## config.mk

```make
export PLATFORM = sky130hd
export DESIGN_NAME = terminal_access_controller_flat
export DESIGN_NICKNAME = d
export VERILOG_FILES = /design/src/rtl/terminal_access_if.sv /design/src/rtl/terminal_access_controller.sv /design/src/flat_wrapper.sv
export SDC_FILE = /design/constraint.sdc
export NUM_CORES = 1
export LEC_CHECK = 0
export ABC_CLOCK_PERIOD_IN_PS = 3600
export BUFFER_PORTS_ARGS = -buffer_cell sky130_fd_sc_hd__buf_4
export CAP_MARGIN = 40
export CORE_ASPECT_RATIO = 0.75
export CORE_MARGIN = 2
export CORE_UTILIZATION = 62
export DETAILED_ROUTE_END_ITERATION = 8
export GPL_ROUTABILITY_DRIVEN = 0
export PLACE_DENSITY_LB_ADDON = 0.1
export REMOVE_ABC_BUFFERS = 1
export SETUP_SLACK_MARGIN = 0.3
export SKIP_CTS_REPAIR_TIMING = 1
export SYNTH_ARGS = -nofsm -noshare
export SYNTH_HDL_FRONTEND = slang
export SYNTH_SLANG_ARGS = --single-unit
export TNS_END_PERCENT = 10
```

## constraint.sdc

```tcl
create_clock -name clk -period 3.6 [get_ports clk]
set_clock_uncertainty 0.2 [all_clocks]
set_input_delay 1.08 -clock clk [delete_from_list [all_inputs] [get_ports clk]]
set_output_delay 1.08 -clock clk [all_outputs]
set_load 0.02 [all_outputs]
```

## src/rtl/terminal_access_if.sv

```systemverilog
// Terminal-side signal bundle: two terminals' switches and request buttons in,
// grant pulses and the latched display result out.
interface terminal_access_if;
  logic [3:0] hh0;
  logic [1:0] b0;
  logic       req0_n;
  logic [3:0] hh1;
  logic [1:0] b1;
  logic       req1_n;
  logic       ack0;
  logic       ack1;
  logic       valid;
  logic       term_sel;
  logic [2:0] user_id;
  logic [2:0] func_id;
  logic       auth_ok;
  logic [1:0] pending;

  modport master (
    output hh0, b0, req0_n, hh1, b1, req1_n,
    input  ack0, ack1, valid, term_sel, user_id, func_id, auth_ok, pending
  );

  modport slave (
    input  hh0, b0, req0_n, hh1, b1, req1_n,
    output ack0, ack1, valid, term_sel, user_id, func_id, auth_ok, pending
  );
endinterface

```

## src/rtl/terminal_access_controller.sv

```systemverilog
// Debounces both terminals' request buttons, arbitrates round-robin, latches and
// authenticates the granted user code, and holds the result for HOLD_CYCLES.
module terminal_access_controller #(
  parameter int unsigned DEB_CYCLES  = 4,
  parameter int unsigned HOLD_CYCLES = 50000000,
  parameter logic [7:0]  AUTH_MASK   = 8'b11111110
) (
  input  logic clk,
  input  logic rst_n,
  terminal_access_if.slave bus
);

  localparam int unsigned DEB_W  = $clog2(DEB_CYCLES + 1);
  localparam int unsigned HOLD_W = $clog2(HOLD_CYCLES + 1);
  localparam logic [DEB_W-1:0]  DEB_LAST  = DEB_W'(DEB_CYCLES - 1);
  localparam logic [HOLD_W-1:0] HOLD_LOAD = HOLD_W'(HOLD_CYCLES - 1);

  typedef enum logic {
    S_IDLE,
    S_HOLD
  } state_t;

  state_t r_state;
  state_t w_state_nxt;

  logic [1:0]        w_req_raw;
  logic [1:0]        r_sync_a;
  logic [1:0]        r_sync_b;
  logic [1:0]        w_press;
  logic [1:0]        r_press;
  logic [1:0]        r_pending;
  logic              r_rr;
  logic [HOLD_W-1:0] r_hold_cnt;
  logic [1:0]        r_ack;
  logic              r_valid;
  logic              r_term;
  logic [2:0]        r_user;
  logic [2:0]        r_func;
  logic              r_auth;

  logic              w_grant_en;
  logic              w_hold_done;
  logic              w_grant;
  logic [1:0]        w_grant_oh;
  logic [3:0]        w_sel_hh;
  logic [1:0]        w_sel_b;

  assign w_req_raw = {bus.req1_n, bus.req0_n};

  // Two-flop synchroniser; reset to the released (high) level
  always_ff @(posedge clk or negedge rst_n) begin
    if (!rst_n) begin
      r_sync_a <= '1;
      r_sync_b <= '1;
    end else begin
      r_sync_a <= w_req_raw;
      r_sync_b <= r_sync_a;
    end
  end

  for (genvar g = 0; g < 2; g++) begin : g_deb
    logic [DEB_W-1:0] r_cnt;
    logic             r_stable;
    logic             w_differ;
    logic             w_flip;

    assign w_differ = (~r_sync_b[g]) != r_stable;
    assign w_flip   = w_differ && (r_cnt == DEB_LAST);
    assign w_press[g] = w_flip & ~r_stable;

    always_ff @(posedge clk or negedge rst_n) begin
      if (!rst_n) begin
        r_cnt    <= '0;
        r_stable <= 1'b0;
      end else if (w_differ) begin
        if (w_flip) begin
          r_cnt    <= '0;
          r_stable <= ~r_stable;
        end else begin
          r_cnt <= r_cnt + 1'b1;
        end
      end else begin
        r_cnt <= '0;
      end
    end
  end

  always_ff @(posedge clk or negedge rst_n) begin
    if (!rst_n) begin
      r_state <= S_IDLE;
    end else begin
      r_state <= w_state_nxt;
    end
  end

  always_comb begin
    w_state_nxt = r_state;
    w_grant_en  = 1'b0;
    w_hold_done = 1'b0;
    // Both waiting: serve the terminal that was not served last
    w_grant     = (r_pending == 2'b11) ? ~r_rr : r_pending[1];
    case (r_state)
      S_IDLE: begin
        if (r_pending != 2'b00) begin
          w_grant_en  = 1'b1;
          w_state_nxt = S_HOLD;
        end
      end
      S_HOLD: begin
        if (r_hold_cnt == '0) begin
          w_hold_done = 1'b1;
          w_state_nxt = S_IDLE;
        end
      end
      default: w_state_nxt = S_IDLE;
    endcase
  end

  assign w_grant_oh = w_grant ? 2'b10 : 2'b01;
  assign w_sel_hh   = w_grant ? bus.hh1 : bus.hh0;
  assign w_sel_b    = w_grant ? bus.b1  : bus.b0;

  always_ff @(posedge clk or negedge rst_n) begin
    if (!rst_n) begin
      r_press <= '0;
    end else begin
      r_press <= w_press;
    end
  end

  always_ff @(posedge clk or negedge rst_n) begin
    if (!rst_n) begin
      r_pending  <= '0;
      r_rr       <= 1'b1;
      r_hold_cnt <= '0;
      r_ack      <= '0;
      r_valid    <= 1'b0;
      r_term     <= 1'b0;
      r_user     <= '0;
      r_func     <= '0;
      r_auth     <= 1'b0;
    end else begin
      r_ack     <= '0;
      // A press landing on the edge its own request is granted merges into that grant
      r_pending <= (r_pending | r_press) & ~(w_grant_en ? w_grant_oh : 2'b00);
      if (w_grant_en) begin
        r_ack      <= w_grant_oh;
        r_valid    <= 1'b1;
        r_term     <= w_grant;
        r_user     <= w_sel_hh[2:0];
        r_func     <= {w_sel_hh[3], w_sel_b};
        r_auth     <= AUTH_MASK[w_sel_hh[2:0]];
        r_rr       <= w_grant;
        r_hold_cnt <= HOLD_LOAD;
      end else if (r_state == S_HOLD) begin
        if (w_hold_done) begin
          r_valid <= 1'b0;
        end else begin
          r_hold_cnt <= r_hold_cnt - 1'b1;
        end
      end
    end
  end

  assign bus.ack0     = r_ack[0];
  assign bus.ack1     = r_ack[1];
  assign bus.valid    = r_valid;
  assign bus.term_sel = r_term;
  assign bus.user_id  = r_user;
  assign bus.func_id  = r_func;
  assign bus.auth_ok  = r_auth;
  assign bus.pending  = r_pending;

endmodule

```

## src/flat_wrapper.sv

```systemverilog
// flat-port wrapper written by rule: the top's interface ports become plain ports
module terminal_access_controller_flat 
#(
  parameter int unsigned DEB_CYCLES  = 4,
  parameter int unsigned HOLD_CYCLES = 50000000,
  parameter logic [7:0]  AUTH_MASK   = 8'b11111110
)
  (clk, rst_n, bus_hh0, bus_b0, bus_req0_n, bus_hh1, bus_b1, bus_req1_n, bus_ack0, bus_ack1, bus_valid, bus_term_sel, bus_user_id, bus_func_id, bus_auth_ok, bus_pending);
  terminal_access_if bus_i ();
  input  logic clk;
  input  logic rst_n;
  input wire logic [$bits(bus_i.hh0)-1:0] bus_hh0;
  input wire logic [$bits(bus_i.b0)-1:0] bus_b0;
  input wire logic [$bits(bus_i.req0_n)-1:0] bus_req0_n;
  input wire logic [$bits(bus_i.hh1)-1:0] bus_hh1;
  input wire logic [$bits(bus_i.b1)-1:0] bus_b1;
  input wire logic [$bits(bus_i.req1_n)-1:0] bus_req1_n;
  output wire logic [$bits(bus_i.ack0)-1:0] bus_ack0;
  output wire logic [$bits(bus_i.ack1)-1:0] bus_ack1;
  output wire logic [$bits(bus_i.valid)-1:0] bus_valid;
  output wire logic [$bits(bus_i.term_sel)-1:0] bus_term_sel;
  output wire logic [$bits(bus_i.user_id)-1:0] bus_user_id;
  output wire logic [$bits(bus_i.func_id)-1:0] bus_func_id;
  output wire logic [$bits(bus_i.auth_ok)-1:0] bus_auth_ok;
  output wire logic [$bits(bus_i.pending)-1:0] bus_pending;
  assign bus_i.hh0 = bus_hh0;
  assign bus_i.b0 = bus_b0;
  assign bus_i.req0_n = bus_req0_n;
  assign bus_i.hh1 = bus_hh1;
  assign bus_i.b1 = bus_b1;
  assign bus_i.req1_n = bus_req1_n;
  assign bus_ack0 = bus_i.ack0;
  assign bus_ack1 = bus_i.ack1;
  assign bus_valid = bus_i.valid;
  assign bus_term_sel = bus_i.term_sel;
  assign bus_user_id = bus_i.user_id;
  assign bus_func_id = bus_i.func_id;
  assign bus_auth_ok = bus_i.auth_ok;
  assign bus_pending = bus_i.pending;
  terminal_access_controller #(.DEB_CYCLES(DEB_CYCLES), .HOLD_CYCLES(HOLD_CYCLES), .AUTH_MASK(AUTH_MASK)) u_core (.clk(clk), .rst_n(rst_n), .bus(bus_i));
endmodule
```

-- Word level (Yosys, flattened, before mapping)
Memory sizes are Yosys's and may differ from the RTL's. A register that Yosys moved wholly into a read port is not among the register bits.
Cells that the tools add are included.
- logic and storage cells: 69
- output and inout port bits: 13
- memories kept: 1
- bits in read-only memories: 8
- register bits after elaboration: 54
- equal/unequal tests: 6
- multiplexer cells: 21
- bitwise operators: 11
- add/sub/neg operators: 3
- reduce and logical (&&, ||, !) cells: 11
- memory list (memory ; depth ; bits a word ; rd ports ; clocked after memory_dff ; write ports ; line ; RTL):
    (no name shown) ; 8 ; 1 ; 1 ; 1 ; 0 ; terminal_access_controller.sv:152 ; r_auth <= AUTH_MASK[w_sel_hh[2:0]];
- operators with widths (kind ; count):
    26-bit 2-to-1 mux ; 3
    26-bit zero test ; 1
    26-bit by 1-bit subtractor with 26-bit output (second input constant) ; 1
    3-bit 2-to-1 mux ; 4
    1-bit 2-to-1 mux ; 9
    2-bit AND reduction ; 4
    3-bit by 1-bit adder with 3-bit output (second input constant) ; 2
    3-bit by 2-bit equality test with 1-bit output (second input constant) ; 2
    2-bit 2-to-1 mux ; 3
    1-bit inverter ; 6
    2-bit nonzero test ; 3
    4-bit 2-to-1 mux ; 1
    1-bit AND ; 2
    2-bit AND ; 1
    2-bit equality test (second input constant) ; 1
    1-bit logical AND ; 2
    1-bit inequality test ; 2
    2-bit by 1-bit inequality test with 1-bit output (second input constant) ; 1
    2-bit inverter ; 1
    2-bit bitwise OR ; 1
    1-bit one-hot mux with 2 select lines ; 1
    1-bit zero test ; 1

-- Depth between registers and ports, before layout
Gate-level depths: netlist of the first run.
- depth in word-level cells: 6
- depth in mapped cells: 9

-- Worst setup path after synthesis of the first run
No wires, ideal clock.
- kind: reg2reg
- start point: reg u_core.r_hold_cnt[16]
- end point: reg u_core.r_hold_cnt[21]
- period minus slack after synthesis: 2288 ps
- slack: 1312 ps
- required time: 3331 ps
- path buffers: 1
- cell stages (with the launch flop): 7
- setup time: 69 ps
- arrival: 2019 ps
- cell sequence: dfrtp_1 -> or3_1 -> or2_1 -> buf_6 -> or4b_4 -> or4_1 -> nand3_1
- longest elaborated chain between the ends: 5
- ends and longest elaborated chain (item ; line ; RTL):
    start, declared ; terminal_access_controller.sv:33 ; logic [HOLD_W-1:0] r_hold_cnt;
    start signal, assigned ; terminal_access_controller.sv:159 ; r_hold_cnt <= r_hold_cnt - 1'b1;
    parallel branches: the longest is 5 deep, another holds 26-bit by 1-bit subtractor with 26-bit output ; n/a ;
Several ways; the timed one is not identified. The select of a mux whose other input is x is not followed.
A chain may end at the register's enable or synchronous reset.

-- Worst setup path after layout of the first run
- start point: reg u_core.r_hold_cnt[4]
- end point: reg u_core.r_hold_cnt[10]
The elaborated chain is that of the path after synthesis.

==> flow_summary.json, run 1 <==
{
  "wire_per_inst_um": 15.53,
  "syn_inst": 239,
  "synth.distinct_cells": 45,
  "start_kind": "register",
  "end_kind": "register",
  "rows": 20,
  "slew_headroom": 0.4176,
  "grt_first_pass_wirelength_mm": 8.328,
  "final_common_cell": "dfrtp_1",
  "synth-seq-area-share": 0.5495,
  "crit_fanout": 10,
  "synth-seq-cells": 55,
  "layout.cells.most_common_list": "50 x dfrtp_1, 30 x buf_4, 19 x nor2_1",
  "synth_edf_count": 0,
  "swShare": 0.3658,
  "yosysTopAreaCellShare": 0.4973,
  "required_ns": 3.59,
  "drc": 0,
  "nFillCells": 269,
  "hold_violations": 0,
  "place_hpwl_mm": 3.475,
  "drtIter0Drc": 151,
  "cts_sinks": 55,
  "synth_top_family_by_area": "simple AND/OR/NAND/NOR gates",
  "start_util": 0.6324,
  "place.port_buffers": 28,
  "hold_path.class": "register to register",
  "worst_pin_slew_ns": 0.8600,
  "synth_warnings": 0,
  "ir_drop_v": 0.0004505,
  "status": "completed",
  "ios": 29,
  "pwr-share-clk": 0.191,
  "synthAdderAreaFrac": 0.01492,
  "numCtsBuffers": 5,
  "die_x_um": 77.56,
  "clockBufferDepth": 2,
  "antenna_found_initial": 0,
  "syn-cell-area_sq_um": 2516,
  "pwr-share-seq": 0.478,
  "tritoncts": "built",
  "grt_pass1_vias": 1743,
  "switching_power_uw": 762.0,
  "routed-wl-met3_um": 257,
  "highest_layer": "met4",
  "crit_arrival_ns": 2.67,
  "synth_top_flop_cell": "dfrtp_1",
  "root_buffer": "clkbuf_8",
  "combPwrFrac": 0.331,
  "setup_viol": 0,
  "drv_cap": 0,
  "wl_met1_mm": 2.474,
  "hold_ws_ns": 0.1604,
  "drt_first_pass_iters": 4,
  "grt_usage": 0.2401,
  "finalNetCount": 285,
  "max_freq_ghz": 0.3730,
  "final_antenna_net_count": 0,
  "p_int_mw": 1.321,
  "insertion_delay_ns": 0.30,
  "path_class": "register to register",
  "diodes": 0,
  "cellLeakagePower_nw": 1.229,
  "wl_mm": 5.002,
  "rsz0062_at_grt": "false",
  "yosys-top-cells-area": "dfrtp_1 50%, dfstp_2 5.2%, or4_1 3.0%",
  "die_y_um": 59.17,
  "grt_overflow_total": 0,
  "setup_tns_ns": 0,
  "worst_slack_ns": 0.9191,
  "core_area_sq_um": 3979,
  "yosysTopAreaCell": "dfrtp_1",
  "synth_xor_area_frac": 0.01740,
  "utilization": 0.7270,
  "period_share": 0.7447,
  "powerDensity_nw_per_um2": 720.1,
  "clk_pin_slew_ns": 0.09,
  "wl_met2_mm": 2.247,
  "viasPerCell": 6.053,
  "grt_max_degree": 56,
  "drv_slew": 0,
  "dpl_worst_slack_ns": 0.9211,
  "synthArstFlopShare": 1.000,
  "htree_levels": 2,
  "vias": 1949,
  "synth_mux_area_frac": 0.02387,
  "syn_area_per_cell_sq_um": 10.53,
  "syn2layout_area_growth_pct": 14.97,
  "die_area_sq_um": 4589,
  "yosys.area_share.simple": 0.2223,
  "drive_above_1_share": 0.1948,
  "period_needed_ns": 2.681,
  "synth-compound-area-share": 0.1412
}
-- power groups by stage --
stage | logic [mW] | clock network [mW] | registers, mW
2_1_floorplan | 0.375 | 0 | 1.04
3_3_place_gp | 0.661 | 0 | 0.993
3_5_place_dp | 0.688 | 0 | 1.00
4_1_cts | 0.694 | 0.408 | 0.991
5_1_grt | 0.770 | 0.429 | 1.02
6_report | 0.690 | 0.397 | 0.996
-- area by class of cell --
type	count	area, sq um	area share
well taps	55	68.82	0.02379
multi-input cells	166	1065	0.3681
inverters	7	26.28	0.009083
flip-flops and latches	55	1383	0.4779
repair buffers	31	240.2	0.08304
clock inverters	2	37.54	0.01298
clock buffers	6	72.57	0.02509
-- flip-flops by register name (all words and copies together), names as in the netlist --
signal / flops
u_core.r_sync_b: 2
u_core.bus.auth_ok: 1
u_core.bus.user_id: 3
u_core.r_rr: 1
u_core.bus.valid: 1
u_core.g_deb.r_stable: 2
u_core.g_deb.r_cnt: 6
u_core.r_ack: 2
u_core.bus.func_id: 3
u_core.r_state: 1
u_core.bus.term_sel: 1
u_core.bus.pending: 2
u_core.r_hold_cnt: 26
u_core.r_press: 2
u_core.r_sync_a: 2
-- path summary, 6_finish.rpt --
check / to / slack (ns) / depth (start not counted) / from
max: u_core.r_hold_cnt[10] / 0.92 / 5 / u_core.r_hold_cnt[4]
min: u_core.r_sync_b[0] / 0.16 / 0 / u_core.r_sync_a[0]
max reg2reg: u_core.r_hold_cnt[10] / 0.92 / 5 / u_core.r_hold_cnt[4]
min reg2reg: u_core.r_sync_b[0] / 0.16 / 0 / u_core.r_sync_a[0]
max in group asynchronous: u_core.r_hold_cnt[11] / 2.16 / 1 / rst_n
min in group asynchronous: u_core.g_deb[1].r_stable / 0.60 / 1 / rst_n
-- logic make-up after synthesis --
kind of cell,Yosys count
buffers and inverters,18
and+or+nand+nor,101
xor gates and xnor gates,5
AOI/OAI and AO/OA,51
muxes,6
adders and majority gates,3
DFF,55
-- cell usage after synthesis (6+ instances only) --
library cell	instances
nand2_1	18
clkbuf_1	8
o31ai_1	9
nor2_1	19
nand3_1	7
or4_1	10
a21oi_1	6
o21ai_0	13
nor3_1	8
inv_1	7
or3_1	6
mux2i_1	6
dfrtp_1	50
-- worst max-delay path: stages (launching register included) --
cell and delay (ns):
dfrtp_1 0.44, nor4_2 0.42, nand4_1 0.39, o311ai_1 0.84
or4_1 0.21, a21oi_1 0.06
-- metrics by stage --
| stage | instance area, sq um | total power, mW | cells |
|---|---|---|---|
| 3_5_place_dp | 2783 | 1.689 | 314 |
| 2_1_floorplan | 2465 | 1.411 | 228 |
| 5_1_grt | 2893 | 2.223 | 322 |
| 4_1_cts | 2893 | 2.093 | 322 |
| 3_3_place_gp | 2760 | 1.654 | 312 |
| 6_report | 2893 | 2.083 | 322 |
-- metal layers --
| layer | up-vias | GRT usage |
|---|---|---|
| li1 | 945 | - |
| met1 | 955 | 0.3634 |
| met2 | 47 | 0.3478 |
| met3 | 2 | 0.05030 |
| met4 | 0 | 0.08418 |
| met5 | - | 0 |
(Power assumes the default switching activity.)
==> inputs of run 2 (changes only) <==
- ABC_CLOCK_PERIOD_IN_PS: 3600 -> 2600
- CORE_UTILIZATION: 62 -> 57
- clock period: 3.6 -> 2.6 ns (I/O delays scaled with it)
==> run 2 against run 1 <==
Compared with the run above:
- core utilization is 0.54 points lower
- setup slack worse by 0.62 ns
- global-route usage is 0.71 points lower
- sequential cell count stayed put
- final cell count is 3.1% higher
==> flow_summary.json, run 2 (synthesis gave the netlist of run 1 again) <==
{
  "place_hpwl_mm": 3.710,
  "die_area_sq_um": 4968,
  "ios": 29,
  "top_register": "u_core.r_hold_cnt",
  "dpl_worst_slack_ns": 0.2148,
  "die_y_um": 61.54,
  "drv_cap": 0,
  "multi_input_area_sq_um": 1115,
  "place.port_buffers": 28,
  "grt_overflow_total": 0,
  "layout.cells.most_common_list": "48 x dfrtp_1, 41 x buf_4, 19 x nor2_1",
  "crit_arrival_ns": 2.36,
  "rows": 20,
  "drv_slew": 0,
  "start_kind": "register",
  "finalPower_mw": 2.934,
  "worst_pin_slew_ns": 0.7389,
  "diodes": 0,
  "grt_usage": 0.2330,
  "tritoncts": "built",
  "viasPerCell": 5.961,
  "largest_register_ffs": 26,
  "setup_tns_ns": 0,
  "final_cell_area_sq_um": 2998,
  "place_area_sq_um": 2820,
  "vias": 1979,
  "rsz0062_at_grt": "true",
  "path_class": "register to register",
  "required_ns": 2.66,
  "grt_max_degree": 56,
  "crit_fanout": 6,
  "clk_pin_slew_ns": 0.10,
  "final_common_cell": "dfrtp_1",
  "cellLeakagePower_nw": 1.283,
  "drt_first_pass_iters": 4,
  "max_freq_ghz": 0.4349,
  "drive_above_1_share": 0.2563,
  "wire_per_inst_um": 15.77,
  "numCtsBuffers": 5,
  "core_area_sq_um": 4154,
  "htree_levels": 2,
  "drc": 0,
  "reg_top3": "u_core.r_hold_cnt x26, u_core.g_deb.r_cnt x6",
  "clockBufferDepth": 2,
  "worst_slack_ns": 0.3008,
  "final_antenna_net_count": 0,
  "die_x_um": 80.72,
  "start_util": 0.6057,
  "period_needed_ns": 2.299,
  "slew_headroom": 0.5074,
  "finalNetCount": 295,
  "setup_viol": 0,
  "grt_first_pass_wirelength_mm": 8.625,
  "powerDensity_nw_per_um2": 978.6,
  "root_buffer": "clkbuf_8",
  "antenna_found_initial": 0,
  "ir_drop_v": 0.0006627,
  "nFillCells": 310,
  "cts_sinks": 55,
  "insertion_delay_ns": 0.31,
  "hold_path.class": "register to register",
  "status": "completed",
  "period_share": 0.8843,
  "regArea_sq_um": 1385,
  "drtIter0Drc": 156,
  "grt_pass1_vias": 1797,
  "syn2layout_area_growth_pct": 19.14,
  "hold_violations": 0,
  "wl_mm": 5.237,
  "end_kind": "register"
}
[run 2: layer usage]
| layer | wire length, um | global-route usage | up-vias |
|---|---|---|---|
| li1 | - | - | 963 |
| met1 | 2554 | 0.3459 | 964 |
| met2 | 2395 | 0.3548 | 45 |
| met3 | 230 | 0.04399 | 7 |
| met4 | 57 | 0.07022 | 0 |
| met5 | 0 | 0 | - |
[run 2: report_power, final]
| group | internal, mW | switching, mW | total (mW) |
|---|---|---|---|
| sequential | 1.14 | 0.269 | 1.41 |
| clock | 0.199 | 0.298 | 0.497 |
| combinational | 0.473 | 0.559 | 1.03 |
| total | 1.81 | 1.13 | 2.93 |
[run 2: through the flow]
| stage | utilization | cells | hold slack [ns] |
|---|---|---|---|
| 6_report | 0.7217 | 332 | 0.1617 |
| 5_1_grt | 0.7217 | 332 | 0.1653 |
| 4_1_cts | 0.7018 | 328 | 0.1617 |
| 3_5_place_dp | 0.6789 | 320 | 0.1472 |
| 3_3_place_gp | 0.6789 | 320 | 0.1454 |
| 2_1_floorplan | - | 228 | 0.1452 |
[run 2: final cells by class]
cell class                 count  share of cell area
inverter                       7            0.008765
clock inverter                 3            0.008765
clock buffer                   5             0.02295
timing repair buffer          41              0.1027
tap                           55             0.02295
sequential                    55              0.4620
multi-input combinational    166              0.3719
[run 2: final timing paths]
| kind | start | to | slack [ns] | cells after the start |
|---|---|---|---|---|
| max | u_core.r_hold_cnt[16] | u_core.r_hold_cnt[21] | 0.30 | 5 |
| min | u_core.r_sync_a[1] | u_core.r_sync_b[1] | 0.16 | 0 |
| max reg2reg | u_core.r_hold_cnt[16] | u_core.r_hold_cnt[21] | 0.30 | 5 |
| min reg2reg | u_core.r_sync_a[1] | u_core.r_sync_b[1] | 0.16 | 0 |
| max in group asynchronous | rst_n | u_core.r_hold_cnt[4] | 1.43 | 1 |
| min in group asynchronous | rst_n | u_core.bus.auth_ok | 0.28 | 1 |
[run 2: critical path: stages (launching register included)]
cell and delay, ns:
dfrtp_1 0.40, or3_1 0.38, or2_4 0.27, or4b_4 0.49
or4_1 0.41, nand3_1 0.09
==> inputs of run 3 (changes only) <==
- CORE_UTILIZATION: 57 -> 45
==> run 3 against run 2 <==
Compared with the run above:
- maximum frequency fell by 0.76%
- die area rose by 25%
- total power fell by 3.7%
- worst hold slack got worse by 0.0017 ns
- non-clock buffer count fell by 2
- global-route usage fell by 5.3 points
- wire length fell by 1.7%
- critical path type unchanged
==> flow_summary.json, run 3 (synthesis gave the netlist of run 1 again) <==
{
  "regArea_sq_um": 1383,
  "hold_path.class": "register to register",
  "top_register": "u_core.r_hold_cnt",
  "crit_fanout": 6,
  "utilization": 0.5527,
  "status": "completed",
  "drt_first_pass_iters": 4,
  "root_buffer": "clkbuf_8",
  "worstHoldPathCells": 0,
  "grt_usage": 0.1797,
  "largest_register_ffs": 26,
  "ios": 29,
  "hold_violations": 0,
  "rsz0062_at_grt": "true",
  "drv_cap": 0,
  "numCtsBuffers": 5,
  "rows": 23,
  "syn2layout_area_growth_pct": 18.20,
  "insertion_delay_ns": 0.31,
  "required_ns": 2.65,
  "die_x_um": 90.35,
  "drive_above_1_share": 0.2364,
  "worst_slack_ns": 0.2831,
  "critPathLaunch": "u_core.r_hold_cnt[16]",
  "rr_startpoint": "u_core.r_hold_cnt[16]",
  "wire_per_inst_um": 14.71,
  "finalNetCount": 293,
  "worst_pin_slew_ns": 0.6909,
  "antenna_found_initial": 0,
  "layout.cells.most_common_list": "50 x dfrtp_1, 39 x buf_4, 19 x nor2_1",
  "max_freq_ghz": 0.4316,
  "drc": 0,
  "start_kind": "register",
  "place_hpwl_mm": 3.553,
  "cp_slowest_cell": "or4b_4",
  "viasPerCell": 5.554,
  "rr_worst_depth": 5,
  "nFillCells": 479,
  "max_stage_delay_ns": 0.50,
  "multi_input_area_sq_um": 1094,
  "core_area_sq_um": 5381,
  "setup_viol": 0,
  "ir_drop_v": 0.0004581,
  "min_from": "u_core.r_sync_a[1]",
  "drtIter0Drc": 145,
  "start_util": 0.4676,
  "diodes": 0,
  "vias": 1944,
  "final_antenna_net_count": 0,
  "crit_arrival_ns": 2.36,
  "end_kind": "register",
  "cellLeakagePower_nw": 1.259,
  "grt_first_pass_wirelength_mm": 8.721,
  "htree_levels": 2,
  "reg_top3": "u_core.r_hold_cnt x26, u_core.g_deb.r_cnt x6",
  "slew_headroom": 0.5394,
  "dpl_worst_slack_ns": 0.2566,
  "period_share": 0.8911,
  "place.port_buffers": 28,
  "die_y_um": 68.76,
  "final_common_cell": "dfrtp_1",
  "die_area_sq_um": 6212,
  "cts_sinks": 55,
  "path_class": "register to register",
  "crit_chain": "or3_1, or2_4, or4b_4, or4_4, nand3_1",
  "drv_slew": 0,
  "grt_pass1_vias": 1736,
  "hold_ws_ns": 0.1599,
  "clk_pin_slew_ns": 0.10,
  "wl_mm": 5.150,
  "tritoncts": "built",
  "grt_max_degree": 56,
  "clockBufferDepth": 2,
  "grt_overflow_total": 0,
  "period_needed_ns": 2.317,
  "powerDensity_nw_per_um2": 950.0
}
==> run 3: layout make-up <==
| cell class | instances | area share |
|---|---|---|
| multi-input combinational | 166 | 0.3677 |
| clock buffer | 6 | 0.02440 |
| sequential | 55 | 0.4649 |
| tap | 75 | 0.03155 |
| inverter | 7 | 0.008835 |
| timing repair buffer | 39 | 0.09844 |
| clock inverter | 2 | 0.004207 |
==> run 3: worst paths after layout <==
| path | endpoint | slack (ns) |
|---|---|---|
| min in group asynchronous | u_core.g_deb[0].r_stable | 0.31 |
| max reg2reg | u_core.r_hold_cnt[21] | 0.28 |
| max | u_core.r_hold_cnt[21] | 0.28 |
| max in group asynchronous | u_core.r_hold_cnt[19] | 1.43 |
| min reg2reg | u_core.r_sync_b[1] | 0.16 |
| min | u_core.r_sync_b[1] | 0.16 |
==> run 3: routing by layer <==
metal | wire (um) | track usage | vias to the layer above
li1 | - | - | 957
met1 | 2786 | 0.2880 | 950
met2 | 2156 | 0.2481 | 33
met3 | 176 | 0.03370 | 4
met4 | 30 | 0.04231 | 0
met5 | 0 | 0 | -
==> run 3: critical path, delay by kind of cell (launching register included) <==
family	cells	cell delay, ns
simple gates	5	1.66
flops	1	0.41
==> run 3: per-stage QoR <==
| step | power (mW) | std cells | TNS, ns | instance area (sq um) |
|---|---|---|---|---|
| floorplan | 1.954 | 228 | -3.870 | 2465 |
| global placement | 2.350 | 342 | 0 | 2860 |
| detailed placement | 2.371 | 342 | 0 | 2860 |
| CTS | 2.837 | 350 | 0 | 2945 |
| global route | 3.065 | 350 | 0 | 2974 |
| finish | 2.825 | 350 | 0 | 2974 |
==> run 3: power breakdown <==
part           total [mW]  internal (mW)  switching (mW)
Sequential           1.38           1.13           0.249
Clock               0.455          0.189           0.266
Combinational       0.987          0.442           0.544
Total                2.83           1.77            1.06
